## config.mk

```make
export PLATFORM = sky130hd
export DESIGN_NAME = bcd_counter_n
export DESIGN_NICKNAME = d
export VERILOG_FILES = /design/src/rtl/bcd_counter_n.sv
export SDC_FILE = /design/constraint.sdc
export NUM_CORES = 1
export LEC_CHECK = 0
export BUFFER_PORTS_ARGS = -buffer_cell sky130_fd_sc_hd__buf_2
export CORE_MARGIN = 8
export CORE_UTILIZATION = 40
export CTS_CLUSTER_DIAMETER = 50
export DETAILED_ROUTE_END_ITERATION = 10
export PLACE_DENSITY = 0.73
export REMOVE_ABC_BUFFERS = 1
export SKIP_LAST_GASP = 1
export SYNTH_ARGS = -nofsm -noshare
export SYNTH_HDL_FRONTEND = slang
export SYNTH_SLANG_ARGS = --single-unit
export TNS_END_PERCENT = 10
```

## constraint.sdc

```tcl
create_clock -name clk -period 2.65 [get_ports clk]
set_clock_uncertainty 0.2 [all_clocks]
set_input_delay 0.1325 -clock clk [delete_from_list [all_inputs] [get_ports clk]]
set_output_delay 0.1325 -clock clk [all_outputs]
set_load 0.005 [all_outputs]
```

## src/rtl/bcd_counter_n.sv

```systemverilog
// N-digit BCD up/down counter with load clamping, terminal count and terminal pulse.
// All arithmetic is per 4-bit digit; every digit updates on the same clock edge.
module bcd_counter_n #(
    parameter int DIGITS        = 2,
    parameter bit WRAP          = 1'b1,
    parameter bit STEP_TC_PULSE = 1'b1
) (
    input  logic                  clk,
    input  logic                  resetN,
    input  logic                  loadN,
    input  logic                  enable1,
    input  logic                  enable2,
    input  logic                  up,
    input  logic [4*DIGITS-1:0]   datain,
    output logic [4*DIGITS-1:0]   count,
    output logic                  tc,
    output logic                  tc_pulse,
    output logic                  load_err
);

    localparam int W = 4 * DIGITS;

    function automatic logic [3:0] clamp_digit(input logic [3:0] d);
        if (d > 4'd9) begin
            return 4'd9;
        end else begin
            return d;
        end
    endfunction

    function automatic logic [3:0] dec_digit(input logic [3:0] d);
        if (d == 4'd0) begin
            return 4'd9;
        end else begin
            return d - 4'd1;
        end
    endfunction

    function automatic logic [3:0] inc_digit(input logic [3:0] d);
        if (d >= 4'd9) begin
            return 4'd0;
        end else begin
            return d + 4'd1;
        end
    endfunction

    function automatic logic all_digits_eq(input logic [W-1:0] v, input logic [3:0] x);
        logic eq;
        eq = 1'b1;
        for (int k = 0; k < DIGITS; k++) begin
            if (v[4*k +: 4] != x) begin
                eq = 1'b0;
            end else begin
                eq = eq;
            end
        end
        return eq;
    endfunction

    function automatic logic is_terminal(input logic [W-1:0] v, input logic dir_up);
        if (dir_up) begin
            return all_digits_eq(v, 4'd9);
        end else begin
            return all_digits_eq(v, 4'd0);
        end
    endfunction

    logic [W-1:0] count_r;
    logic         tc_pulse_r;
    logic         load_err_r;

    logic [W-1:0] step_val_s;
    logic [W-1:0] load_val_s;
    logic         load_bad_s;
    logic         at_term_s;
    logic         step_en_s;
    logic         step_block_s;
    logic [W-1:0] count_nxt_s;
    logic         pulse_nxt_s;
    logic         err_nxt_s;

    assign at_term_s    = is_terminal(count_r, up);
    assign step_en_s    = enable1 & enable2;
    // A saturating counter parked on its terminal value takes no step at all.
    assign step_block_s = (WRAP == 1'b0) & at_term_s;

    // Ripple-free digit chain: digit k steps when every lower digit is at its rollover value.
    always_comb begin
        logic       carry_v;
        logic [3:0] d_v;
        step_val_s = count_r;
        carry_v    = 1'b1;
        for (int k = 0; k < DIGITS; k++) begin
            d_v = count_r[4*k +: 4];
            if (carry_v) begin
                step_val_s[4*k +: 4] = up ? inc_digit(d_v) : dec_digit(d_v);
            end else begin
                step_val_s[4*k +: 4] = d_v;
            end
            carry_v = carry_v & (up ? (d_v == 4'd9) : (d_v == 4'd0));
        end
    end

    // Load value with invalid nibbles clamped to 9, flagging any clamp.
    always_comb begin
        load_val_s = '0;
        load_bad_s = 1'b0;
        for (int k = 0; k < DIGITS; k++) begin
            load_val_s[4*k +: 4] = clamp_digit(datain[4*k +: 4]);
            if (datain[4*k +: 4] > 4'd9) begin
                load_bad_s = 1'b1;
            end else begin
                load_bad_s = load_bad_s;
            end
        end
    end

    // Next-state selection: load, then step, then hold.
    always_comb begin
        count_nxt_s = count_r;
        pulse_nxt_s = 1'b0;
        err_nxt_s   = 1'b0;
        if (!loadN) begin
            count_nxt_s = load_val_s;
            err_nxt_s   = load_bad_s;
        end else if (step_en_s && !step_block_s) begin
            count_nxt_s = step_val_s;
            pulse_nxt_s = STEP_TC_PULSE & is_terminal(step_val_s, up);
        end else begin
            count_nxt_s = count_r;
        end
    end

    // State registers.
    always_ff @(posedge clk or negedge resetN) begin
        if (!resetN) begin
            count_r    <= '0;
            tc_pulse_r <= 1'b0;
            load_err_r <= 1'b0;
        end else begin
            count_r    <= count_nxt_s;
            tc_pulse_r <= pulse_nxt_s;
            load_err_r <= err_nxt_s;
        end
    end

    assign count    = count_r;
    assign tc       = at_term_s;
    assign tc_pulse = tc_pulse_r;
    assign load_err = load_err_r;

endmodule

```

==> summary.md <==
| Metric | Value |
|---|---|
| Die area | `0.00450 mm²` |
| Overflow after GRT | `0` |
| Commonest non-fill, non-tap cell in the layout | `buf_2` |
| Avg Cell Area, Syn | `7.63 µm²` |
| Via count | `1158` |
| Yosys cell types | `42` |
| Largest net degree at the start of global routing | `21` |
| DR pass1 iterations | `4` |
| I/O pin count | `25` |
| Main synth FF type | `dfrtp_1` |
| Residual DRC count | `0` |
| Cells after Synth | `137` |
| WP buf/inv | `1` |
| Initial Utilization | `42.2%` |
| Worst slew margin | `72.2%` |
| Final core utilization | `54.1%` |
| Peak supply drop | `344 µV` |
| Reg-to-reg endpoint | `tc_pulse` |
| Critical R2R Launch | `count[1]` |
| Worst R2R Setup Slack | `0.14 ns` |
| Final ANT Viol Nets | `0` |
| Final Hold Viols | `0` |
| Max Clk Rate | `0.398 GHz` |
| # rows | `18` |
| GRT Util Overall | `13.9%` |
| Worst EP required | `2.62 ns` |
| Fin crit share | `94.8%` |
| Yosys warns | `0` |
| Synthesized flop and latch total | `10` |
| Sw frac | `37.1%` |
| Post-synth ARST share | `100%` |
| Clk sinks | `10` |
| Arrival @ worst endpoint | `2.48 ns` |
| Pleak | `0.000615 µW` |
| Height of the die | `67.1 µm` |
| Most frequent cells in the layout | `buf_2, nor2_1, nand2_1` |
| Layout Area Growth over Synthesis | `28.4%` |
| Metal2 WL | `1.43 mm` |
| Max FO, Critical Path | `5` |
| Accumulated negative setup slack | `0 ns` |
| Worst-path clk slew | `0.07 ns` |
| Actual slew at the worst max-slew pin | `0.412 ns` |
| CTS Buf Count | `3` |
| Multi-input logic area | `719 µm²` |
| WL met1 | `1.38 mm` |
| DRT iter0 DRCs | `74` |
| DR top layer | `met4` |
| Number of global-route vias before repair | `1117` |
| Clock share of power | `23.9%` |
| Initial antenna violation count | `0` |
| PD cells | `428 mW/mm²` |
| WL per Instance | `15.3 µm` |
| Seq/Total Area, Yosys | `24.0%` |
| HP Class | `input port to flop` |
| ANT cells | `0` |
| Reg power frac | `32.4%` |
| Hold endpoint | `count[0]` |
| Setup crit end kind | `flop` |
| CTS tree | `built` |
| I/O Buffers | `24` |
| Delay of the slowest cell on the worst path | `0.48 ns` |
| CP max stage cell | `or4b_4` |
| MaxCap Viol Count | `0` |
| Worst hold slack | `0.00657 ns` |
| Detailed placement HPWL | `2.40 mm` |
| CTS max path bufs | `2` |
| CP Launch Type | `flop` |
| GP Congestion | `0.954` |
| Met3 routed WL | `227 µm` |
| Final setup fails | `0` |
| FF+latch area | `250 µm²` |
| Sw power | `213 µW` |
| Root Buffer | `clkbuf_4` |
| Clock H-tree levels | `1` |
| Vias per cell | `5.73` |
| Share of post-route cells with drive strength above 1 | `23.8%` |
| WS Path Type | `flop to flop` |
| Mapped cell area | `0.00104 mm²` |
| Chip Width | `67.1 µm` |
| Core ar. | `0.00248 mm²` |
| Worst skew pair latency | `0.26 ns` |
| Hold path cells | `3` |
| Fillers | `230` |
| Final net count | `194` |
| Unrepaired setup endpoints after global routing | `no` |
| Total power | `574 µW` |
| P_int | `361 µW` |
| Worst-path cell chain | `inv_2 -> ha_1 -> or4b_4 -> a221o_1 -> a2111oi_2 -> mux2i_1 -> nor4_1` |
| Combinational share of power | `43.7%` |
| Final min period | `2.51 ns` |
| Max-slew violation count | `0` |
| Final instance area | `0.00134 mm²` |
| Reg2reg path depth | `7` |
| EDFF count, synth | `0` |
| First-pass GRT wire length | `5.01 mm` |
| Area after DPL | `0.00122 mm²` |
| Hold Startpoint | `datain[0]` |
| Status | `finished clean` |
| Routed Wire Length | `3.09 mm` |
| Largest delay contributor family on the critical path | `simple AND/OR/NAND/NOR gates` |
## registers in the layout, summed over array words and instances (netlist names)
signal    cells
load_err      1
count         8
tc_pulse      1
## logic make-up (layout without fill, tap and decap cells)
logic type	count (synthesis)	in the layout	share of synthesized area, %
AO/OA/AOI/OAI	47	47	31.4
buffers and inverters	18	53	7.19
multiplexers	2	2	2.04
adder cells (fa/ha/maj)	7	7	8.38
flip-flops	10	10	24.0
AND/OR/NAND/NOR	53	53	27.1
## per-stage QoR
stage,std cells,setup slack [ns]
6_report,202,0.138
5_1_grt,202,0.0158
4_1_cts,202,0.0914
3_5_place_dp,190,0.103
3_3_place_gp,190,0.165
2_1_floorplan,127,0.0640
## worst register-to-register path, cell delays in order, from the launching register on
cell and delay, ns:
dfrtp_1 0.42, inv_2 0.11, ha_1 0.16, or4b_4 0.48, a221o_1 0.36, a2111oi_2 0.30, mux2i_1 0.11, nor4_1 0.26
## what timing repair did
| action | 4_1_cts | 5_1_grt |
|---|---|---|
| endpoints found under the setup margin | 0 | 1 |
| setup buffers | 0 | 0 |
| gates resized for setup | 0 | 1 |
| hold buffers | 8 | 0 |
| endpoints found under the hold margin | 17 | 0 |
## how the worst max path moves through the flow
stage	from	endpoint	slack [ns]	depth (start not counted)
2_1_floorplan	count[0]	tc_pulse	0.06	7
3_3_place_gp	count[1]	tc_pulse	0.17	7
3_5_place_dp	count[1]	tc_pulse	0.10	7
4_1_cts	count[1]	tc_pulse	0.09	7
5_1_grt	count[1]	tc_pulse	0.02	7
6_report	count[1]	tc_pulse	0.14	7
## per-layer routing
layer	vias up	track usage (%)
li1	579	-
met4	0	4.18
met3	6	4.03
met5	-	0
met2	42	24.0
met1	531	16.3
## synthesized netlist by cell type, types with 3 or more instances
library cell   n  share of area [%]
inv_1          8                2.9
nand3_1        3                1.4
nand2_1       12                4.3
o211ai_1       4                2.9
a32oi_1        3                2.5
a31oi_1        3                1.8
nand2b_1       4                2.4
o21ai_0       10                4.8
o21a_1         3                2.2
nor2_1        14                5.0
dfrtp_1       10                 24
clkbuf_1       8                2.9
nor3b_1        3                2.2
ha_1           7                8.4
a22oi_1        3                2.2
a21oi_1        7                3.4
## power groups by stage
| stage | Clock, µW | Combinational [µW] | Sequential (µW) |
|---|---|---|---|
| final | 137 | 251 | 186 |
| after CTS | 140 | 249 | 185 |
| after global placement | 0 | 233 | 187 |
| after global routing | 149 | 277 | 188 |
| after floorplan | 0 | 130 | 198 |
| after detailed placement | 0 | 240 | 188 |
## layout make-up
type | count | area share [%]
Tap cell | 30 | 2.80
Inverter | 8 | 2.24
Timing Repair Buffer | 41 | 20.0
Multi-Input combinational cell | 109 | 53.6
Clock buffer | 4 | 2.71
Sequential cell | 10 | 18.7
No activity file was read; power rests on OpenSTA's default activity.
